$ cat config.mk
export PLATFORM = sky130hd
export DESIGN_NAME = mul_sequencer
export DESIGN_NICKNAME = d
export VERILOG_FILES = /design/src/rtl/mul_sequencer.sv
export SDC_FILE = /design/constraint.sdc
export NUM_CORES = 1
export LEC_CHECK = 0
export ABC_CLOCK_PERIOD_IN_PS = 1760
export BUFFER_PORTS_ARGS = -buffer_cell sky130_fd_sc_hd__buf_2
export CORE_MARGIN = 5
export CORE_UTILIZATION = 50
export DETAILED_ROUTE_END_ITERATION = 8
export PLACE_DENSITY = 0.79
export SLEW_MARGIN = 20
export SYNTH_ARGS = -nofsm -noshare
export SYNTH_HDL_FRONTEND = slang
export SYNTH_SLANG_ARGS = --single-unit
$ cat constraint.sdc
create_clock -name clk -period 1.76 [get_ports clk]
set_clock_uncertainty 0.15 [all_clocks]
set_input_delay 0 -clock clk [delete_from_list [all_inputs] [get_ports clk]]
set_output_delay 0 -clock clk [all_outputs]
set_load 0.05 [all_outputs]
$ cat src/rtl/mul_sequencer.sv
// Unsigned WIDTH x WIDTH shift-and-add multiplier sequencer.
// Borrows the datapath adder; owns only the operand/partial registers.
module mul_sequencer #(
    parameter int WIDTH = 8
) (
    input  logic                 clk,
    input  logic                 rstN,
    input  logic                 start,
    input  logic [WIDTH-1:0]     mcand,
    input  logic [WIDTH-1:0]     mplier,
    output logic                 busy,
    output logic                 done,
    output logic [2*WIDTH-1:0]   product,
    output logic [WIDTH-1:0]     addA,
    output logic [WIDTH-1:0]     addB,
    output logic                 addInC,
    input  logic [WIDTH-1:0]     addSum,
    input  logic                 addOutC
);

    localparam int CW = $clog2(WIDTH) + 1;

    typedef enum logic [1:0] {
        IDLE = 2'd0,
        RUN  = 2'd1,
        DONE = 2'd2
    } state_t;

    state_t           state;
    state_t           stateNext;
    logic [WIDTH-1:0] m;
    logic [WIDTH-1:0] acc;
    logic [WIDTH-1:0] mq;
    logic [CW-1:0]    cnt;
    logic             accept;
    logic             lastStep;
    logic [2*WIDTH-1:0] stepVal;

    // Carry lands in the top of ACC, so the shifted pair never loses a bit.
    assign stepVal  = {addOutC, addSum, mq[WIDTH-1:1]};
    assign lastStep = (cnt == CW'(WIDTH - 1));

    always_comb begin
        stateNext = state;
        busy      = 1'b0;
        done      = 1'b0;
        addA      = '0;
        addB      = '0;
        addInC    = 1'b0;
        accept    = 1'b0;
        unique case (state)
            IDLE: begin
                if (start) begin
                    accept    = 1'b1;
                    stateNext = RUN;
                end
            end
            RUN: begin
                busy = 1'b1;
                addA = acc;
                addB = mq[0] ? m : '0;
                if (lastStep) begin
                    stateNext = DONE;
                end
            end
            DONE: begin
                done = 1'b1;
                if (start) begin
                    accept    = 1'b1;
                    stateNext = RUN;
                end else begin
                    stateNext = IDLE;
                end
            end
            default: stateNext = IDLE;
        endcase
    end

    always_ff @(posedge clk) begin
        if (!rstN) begin
            state   <= IDLE;
            m       <= '0;
            acc     <= '0;
            mq      <= '0;
            cnt     <= '0;
            product <= '0;
        end else begin
            state <= stateNext;
            if (accept) begin
                m   <= mcand;
                acc <= '0;
                mq  <= mplier;
                cnt <= '0;
            end else if (state == RUN) begin
                {acc, mq} <= stepVal;
                cnt       <= cnt + CW'(1);
                if (lastStep) begin
                    product <= stepVal;
                end
            end
        end
    end

endmodule

==> qor.yml, run 1 <==
floorplanning:
  placement_rows: 22
  placeableCoreArea_mm2: 0.00369
  initial_core_util_pct: 52.3
  die_w_um: 72.1
  floorplan.io_pins: 63
  fp.dieArea_mm2: 0.00520
  height_of_the_die_um: 72.1
timing:
  fin_setup_tns_ns: 0
  grt_setup_unrepaired: "false"
  finalCritPeriodShare_pct: 97.0
  max_freq_ghz: 0.586
  final-hold-violation-count: 0
  max_slew_margin_pct: 61.6
  post-route-worst-setup-slack_ns: 0.0523
  max_slew.worst_pin.slew_ns: 0.575
  setup-violations-final: 0
  slew_viol_final: 0
  period_needed_ns: 1.71
grt:
  wire_length_of_the_first_global_routing_pass_um: 7630
  vias_in_the_first_global_route: 1643
  grt-ovfl-total: 0
  grt_usage_pct: 18.6
  grt_antenna_before_repair: 0
  grt_start_max_net_pins: 24
pwr:
  post-layout-total-power_mw: 2.01
  p_per_area_mw_per_mm2: 763
  ir_drop_mv: 0.540
  power.share.clock_pct: 30.3
  share_comb_of_total_power_pct: 14.1
  net-switching-power_mw: 0.530
  swShare_pct: 26.4
  seqPwrFrac_pct: 55.6
  internal_power_summed_over_all_cells_mw: 1.48
  p_leak_nw: 1.16
drt:
  drtIter0Drc: 104
  drt_pre_antenna_iters: 4
  routedWlPerCell_um: 13.2
  post-route-drc-count: 0
  dr_total_vias: 1788
  detail-route-antenna-nets: 0
  routed_wl_um: 4720
  detail_route.vias_per_cell: 5.01
worst_setup_path:
  endpoint_of_the_worst_slack_reg_to_reg_timing_path: "product[8]"
  worstSetupPathType: "flip-flop to output pin"
  worst_r2r_path_cells: 5
  timing.critical_path.fanout_max: 23
  worstPathRequired_ns: 1.61
  crit_buf_inv: 3
  worst_path_dominant_cell_family: "buffers and inverters"
  rr_startpoint: "state[0]"
  worstPathArrival_ns: 1.56
  crit_slowest_cell: "sky130_fd_sc_hd__dfxtp_1"
  cp-start-kind: "flip-flop"
  cp-end-kind: "output pin"
  critical_path.max_stage_delay_ns: 0.42
  path_cells: "nand2b_4, inv_2, buf_6, and3_1, clkbuf_4"
  ff2ff_setup_slack_ns: 0.28
yosys:
  mappedNetlistArea_mm2: 0.00193
  ys.flop_type: "sky130_fd_sc_hd__dfxtp_1"
  synth_enable_flop_cells: 0
  net_count_after_synthesis: 254
  synth.top_cells.by_area: "sky130_fd_sc_hd__dfxtp_1 48%, sky130_fd_sc_hd__nand2_1 13%, sky130_fd_sc_hd__mux2i_1 8.3%"
  synth.avg_cell_area_um2: 8.57
  yosysWarningCount: 0
  ys_ff_latch: 46
  ys_async_sr_fraction_pct: 0
  ys_seq_area_share_pct: 47.8
  synthCells: 225
  synth_top_area_share_pct: 47.8
  synth_top_area_cell: "sky130_fd_sc_hd__dfxtp_1"
  post_synth_num_cell_types: 29
hold_path:
  worst_hold_path_type: "input pin to flip-flop"
  timing.hold.worst_endpoint: "mq[5]"
  holdCritStartpoint: "start"
  whs_path_depth: 4
placed_design:
  dp_hpwl_um: 3080
  numPortBuffers: 61
  routability_congestion_estimate_from_global_placement: 0.827
  dp_slack_ns: 0.292
  postPlaceCellArea_mm2: 0.00226
final_layout:
  antenna_cells_inserted: 0
  num-nets-final: 338
  area_delta_synth_final_pct: 36.3
  drive_gt1_share_pct: 25.9
  final_area_mm2: 0.00263
cts:
  cts_buffer_depth: 2
  path_clk_slew_ns: 0.08
  clkLatencyLatePin_ns: 0.30
  numClockSinks: 46
  post-cts-setup-buffers: 0
  root_buffer_cell: "sky130_fd_sc_hd__clkbuf_8"
  cts_buffers: 5
  htreeDepth: 2
  clock_tree_from_tritoncts: "done"
flow_run:
  drv.max_cap_violation_count: 0
status:
  run_status: "finished clean"
power groups by stage:
| stage | Sequential [mW] | Combinational, mW | Clock, mW |
|---|---|---|---|
| 2_1_floorplan | 1.13 | 0.174 | 0 |
| 3_5_place_dp | 1.14 | 0.234 | 0 |
| 5_1_grt | 1.12 | 0.313 | 0.672 |
| 3_3_place_gp | 1.14 | 0.229 | 0 |
| 6_report | 1.11 | 0.284 | 0.608 |
| 4_1_cts | 1.11 | 0.279 | 0.618 |
what timing repair did:
item,CTS,global route
setup endpoints to repair,0,10
gates resized for setup,0,9
hold buffers,26,0
endpoints found under the hold margin,38,0
per-stage QoR:
step / hold WS (ns) / util, % / std cells
floorplan: -0.0153 / - / 225
global placement: 0.100 / 61.4 / 324
detailed placement: 0.109 / 61.4 / 324
CTS: 0.119 / 70.6 / 357
global route: 0.167 / 71.2 / 357
finish: 0.127 / 71.2 / 357
state kept, by name, summed over array words and instances, names as in the netlist:
register	cells
cnt	4
mq	8
m	8
product	16
acc	8
state	2
worst reg2reg max path, cell delays in order, from the launching register on:
cell	delay, ns
sky130_fd_sc_hd__dfxtp_1	0.42
sky130_fd_sc_hd__nand2b_4	0.12
sky130_fd_sc_hd__buf_4	0.21
sky130_fd_sc_hd__nor2_4	0.15
sky130_fd_sc_hd__buf_4	0.17
sky130_fd_sc_hd__mux2i_1	0.19
cells by family after synthesis:
family / Yosys count / share of synthesized area, %
AOI/OAI and AO/OA: 28 / 10.1
adders and majority gates: 1 / 0.649
xor gates and xnor gates: 2 / 0.909
and+or+nand+nor: 112 / 26.7
DFF: 46 / 47.8
muxes: 16 / 8.31
buffers and inverters: 19 / 5.45
other: 1 / 0.194
worst max-delay path by stage:
stage	slack [ns]	start	end	depth (start not counted)
3_5_place_dp	0.29	state[0]	product[12]	5
5_1_grt	0.001	state[0]	addB[4]	5
3_3_place_gp	0.34	state[0]	product[3]	5
6_report	0.05	state[0]	addB[4]	5
2_1_floorplan	0.22	state[0]	addA[0]	4
4_1_cts	0.003	state[0]	addB[0]	5
cell type report:
cell class	count	area, um^2
repair buffers	95	662
fillers	284	1060
flip-flops and latches	46	921
clock buffers	5	68.8
well taps	48	60.1
clock inverters	2	10.0
inverters	1	3.75
multi-input cells	160	902
cells in the final DEF (no fill, tap or decap), types with 2 or more instances in the layout:
cell and count:
sky130_fd_sc_hd__and2b_1 2, sky130_fd_sc_hd__mux2i_1 16, sky130_fd_sc_hd__o221ai_1 8, sky130_fd_sc_hd__nand2_1 67, sky130_fd_sc_hd__nand3b_1 2, sky130_fd_sc_hd__buf_4 6, sky130_fd_sc_hd__clkinv_2 2, sky130_fd_sc_hd__clkbuf_8 5
sky130_fd_sc_hd__nor3_1 8, sky130_fd_sc_hd__a21oi_1 10, sky130_fd_sc_hd__clkbuf_4 8, sky130_fd_sc_hd__dfxtp_1 46, sky130_fd_sc_hd__and2_1 9, sky130_fd_sc_hd__a21boi_0 8, sky130_fd_sc_hd__buf_2 53, sky130_fd_sc_hd__nor2_1 10
sky130_fd_sc_hd__dlygate4sd3_1 26, sky130_fd_sc_hd__and3_1 8
routing by layer:
metal / wire length [um] / track usage, %
met5: 0 / 0
met4: 121 / 8.77
met3: 255 / 4.43
met2: 2330 / 30.4
met1: 2020 / 22.9
synth_stat cells (2+ instances only):
master                     count
sky130_fd_sc_hd__a21boi_0      8
sky130_fd_sc_hd__a21oi_1      10
sky130_fd_sc_hd__and2_1        9
sky130_fd_sc_hd__and2b_1       2
sky130_fd_sc_hd__and3_1        8
sky130_fd_sc_hd__buf_2         6
sky130_fd_sc_hd__buf_4         3
sky130_fd_sc_hd__buf_6         2
sky130_fd_sc_hd__clkbuf_1      7
sky130_fd_sc_hd__dfxtp_1      46
sky130_fd_sc_hd__mux2i_1      16
sky130_fd_sc_hd__nand2_1      67
sky130_fd_sc_hd__nand3b_1      2
sky130_fd_sc_hd__nor2_1       10
sky130_fd_sc_hd__nor3_1        8
sky130_fd_sc_hd__o221ai_1      8
Power figures use the tool's default switching activity.
==> run 2, diff against run 1 <==
CTS_BUF_LIST = sky130_fd_sc_hd__clkbuf_16   (was not set)
==> qor.yml, run 2 (synthesis gave the netlist of run 1 again) <==
grt:
  grt_antenna_before_repair: 0  # unchanged
  grt_start_max_net_pins: 24  # unchanged
  grt-ovfl-total: 0  # unchanged
  grt.met3_usage_pct: 4.29  # -0.14 points
  gr-usage-met2_pct: 30.9  # +0.51 points
  wire_length_of_the_first_global_routing_pass_um: 7760  # +1.6%
  vias_in_the_first_global_route: 1656  # +0.79%
  gr-max-usage-layer: "met2"
  grt_usage_pct: 18.8  # +0.24 points
  use_met1_pct: 23.5  # +0.62 points
worst_setup_path:
  setup.worst_path.start: "state[0]"
  cp-end-kind: "output pin"
  worstPathArrival_ns: 1.56  # about the same
  rr_startpoint: "state[0]"
  cp-start-kind: "flip-flop"
  worstPathRequired_ns: 1.61  # about the same
  ff2ff_setup_slack_ns: 0.26  # -0.02 ns
  worst_r2r_path_cells: 5  # unchanged
  critical_path.max_stage_delay_ns: 0.41  # about the same
  path_cells: "nand2b_4, inv_2, buf_6, and3_1, clkbuf_4"
  worstSetupPathType: "flip-flop to output pin"
  timing.critical_path.fanout_max: 23  # unchanged
  crit_slowest_cell: "sky130_fd_sc_hd__dfxtp_1"
  endpoint_of_the_worst_slack_reg_to_reg_timing_path: "product[8]"
  critical_path.endpoint: "addB[4]"
cts:
  root_buffer_cell: "sky130_fd_sc_hd__clkbuf_16"
  clock_tree_from_tritoncts: "done"
  clkLatencyLatePin_ns: 0.28  # -0.02 ns
  htreeDepth: 2  # unchanged
  numClockSinks: 46  # unchanged
  post-cts-setup-buffers: 0  # unchanged
  cts_buffers: 5  # unchanged
  cts_buffer_depth: 2  # unchanged
  path_clk_slew_ns: 0.06  # -0.02 ns
floorplanning:
  placeableCoreArea_mm2: 0.00369  # unchanged
  initial_core_util_pct: 52.3  # unchanged
  height_of_the_die_um: 72.1  # unchanged
  die_w_um: 72.1  # unchanged
  placement_rows: 22  # unchanged
  fp.dieArea_mm2: 0.00520  # unchanged
  floorplan.io_pins: 63  # unchanged
timing:
  max_slew.worst_pin.slew_ns: 0.554  # -0.0217 ns
  slew_viol_final: 0  # unchanged
  grt_setup_unrepaired: "false"
  final-hold-violation-count: 0  # unchanged
  max_freq_ghz: 0.584  # -0.25%
  setup-violations-final: 0  # unchanged
  post-route-worst-setup-slack_ns: 0.0481  # -0.00423 ns
  max_slew_margin_pct: 63.1  # +1.4 points
  fin_setup_tns_ns: 0  # unchanged
  period_needed_ns: 1.71  # +0.00423 ns
  finalCritPeriodShare_pct: 97.3  # +0.24 points
drt:
  post-route-drc-count: 0  # unchanged
  routed_wl_um: 4890  # +3.5%
  dr_total_vias: 1802  # +0.78%
  routedWlPerCell_um: 13.7  # +3.7%
  detail-route-antenna-nets: 0  # unchanged
  drt_pre_antenna_iters: 4  # unchanged
  detail_route.vias_per_cell: 5.06  # +1.1%
  drtIter0Drc: 122  # +17%
final_layout:
  final_cell_mix: "67 x sky130_fd_sc_hd__nand2_1, 54 x sky130_fd_sc_hd__buf_2, 46 x sky130_fd_sc_hd__dfxtp_1, 25 x sky130_fd_sc_hd__dlygate4sd3_1, 16 x sky130_fd_sc_hd__mux2i_1"
  antenna_cells_inserted: 0  # unchanged
  fillCellCount: 286  # +0.70%
  largest_register_ff_count: 16  # unchanged
  area_delta_synth_final_pct: 38.5
  leading_cell_type_in_the_layout_fill_and_taps_excluded: "sky130_fd_sc_hd__nand2_1"
  num-nets-final: 337  # -0.30%
  max_flop_register: "product"
  drive_gt1_share_pct: 26.0  # +0.084 points
status:
  run_status: "finished clean"
pwr:
  p_per_area_mw_per_mm2: 854  # +12%
  p_leak_nw: 1.18  # +1.9%
  ir_drop_mv: 0.644  # +19%
flow_run:
  drv.max_cap_violation_count: 0  # unchanged
placed_design:
  dp_hpwl_um: 3080  # unchanged
  numPortBuffers: 61  # unchanged
  dp_slack_ns: 0.292  # unchanged
  routability_congestion_estimate_from_global_placement: 0.827  # unchanged
hold_path:
  worst_hold_path_type: "input pin to flip-flop"
[run 2: cell count changes in the layout (fill, tap and decap cells not counted), sizes merged]
cell,previous run,this run
buf,61,62
clkbuf,13,12
dlygate4sd3,26,25
[run 2: what timing repair did]
item,CTS,global route
hold buffers,25,0
gates resized for setup,0,8
endpoints found under the setup margin,0,10
hold endpoints to repair,33,0
[run 2: per-layer routing]
layer	up-vias	share of wire, %
met1	833	43
met4	0	2.6
met5	-	0
met2	45	49
met3	11	4.7
li1	913	-
[run 2: metrics by stage]
stage                     hold WS (ns)  cell area [um^2]  power [mW]  cells  util [%]
after global placement           0.100              2260        1.37    324      61.4
after CTS                      0.00420              2650        2.28    356      71.8
after floorplan                -0.0153              1930        1.30    225         -
after global routing            0.0276              2670        2.38    356      72.4
after detailed placement         0.109              2260        1.37    324      61.4
final                           0.0106              2670        2.28    356      72.4
[run 2: worst min-delay path by stage]
stage / startpoint / endpoint / depth (start not counted)
floorplan: addSum[5] / acc[4] / 2
global placement: mcand[1] / m[1] / 3
detailed placement: mcand[7] / m[7] / 3
CTS: rstN / mq[5] / 3
global route: rstN / m[7] / 2
finish: rstN / product[7] / 3
[run 2: where the power goes]
| part | internal [mW] | switching [mW] | total, mW |
|---|---|---|---|
| clock network | 0.512 | 0.368 | 0.881 |
| registers | 1.08 | 0.0331 | 1.12 |
| logic | 0.126 | 0.159 | 0.285 |
[run 2: critical path, delay by kind of cell, from the launching register on]
family                 cells  cell delay [ns]
buffers and inverters      3             0.52
flip-flops                 1             0.41
AND/OR/NAND/NOR            2             0.34
[run 2: cell type report]
class                      instances  area, um^2  area share [%]
clock buffer                       5         125            4.68
clock inverter                     2        10.0           0.375
inverter                           1        3.75           0.141
multi-input combinational        160         902            33.8
sequential                        46         921            34.5
tap                               48        60.1            2.25
timing repair buffer              94         649            24.3
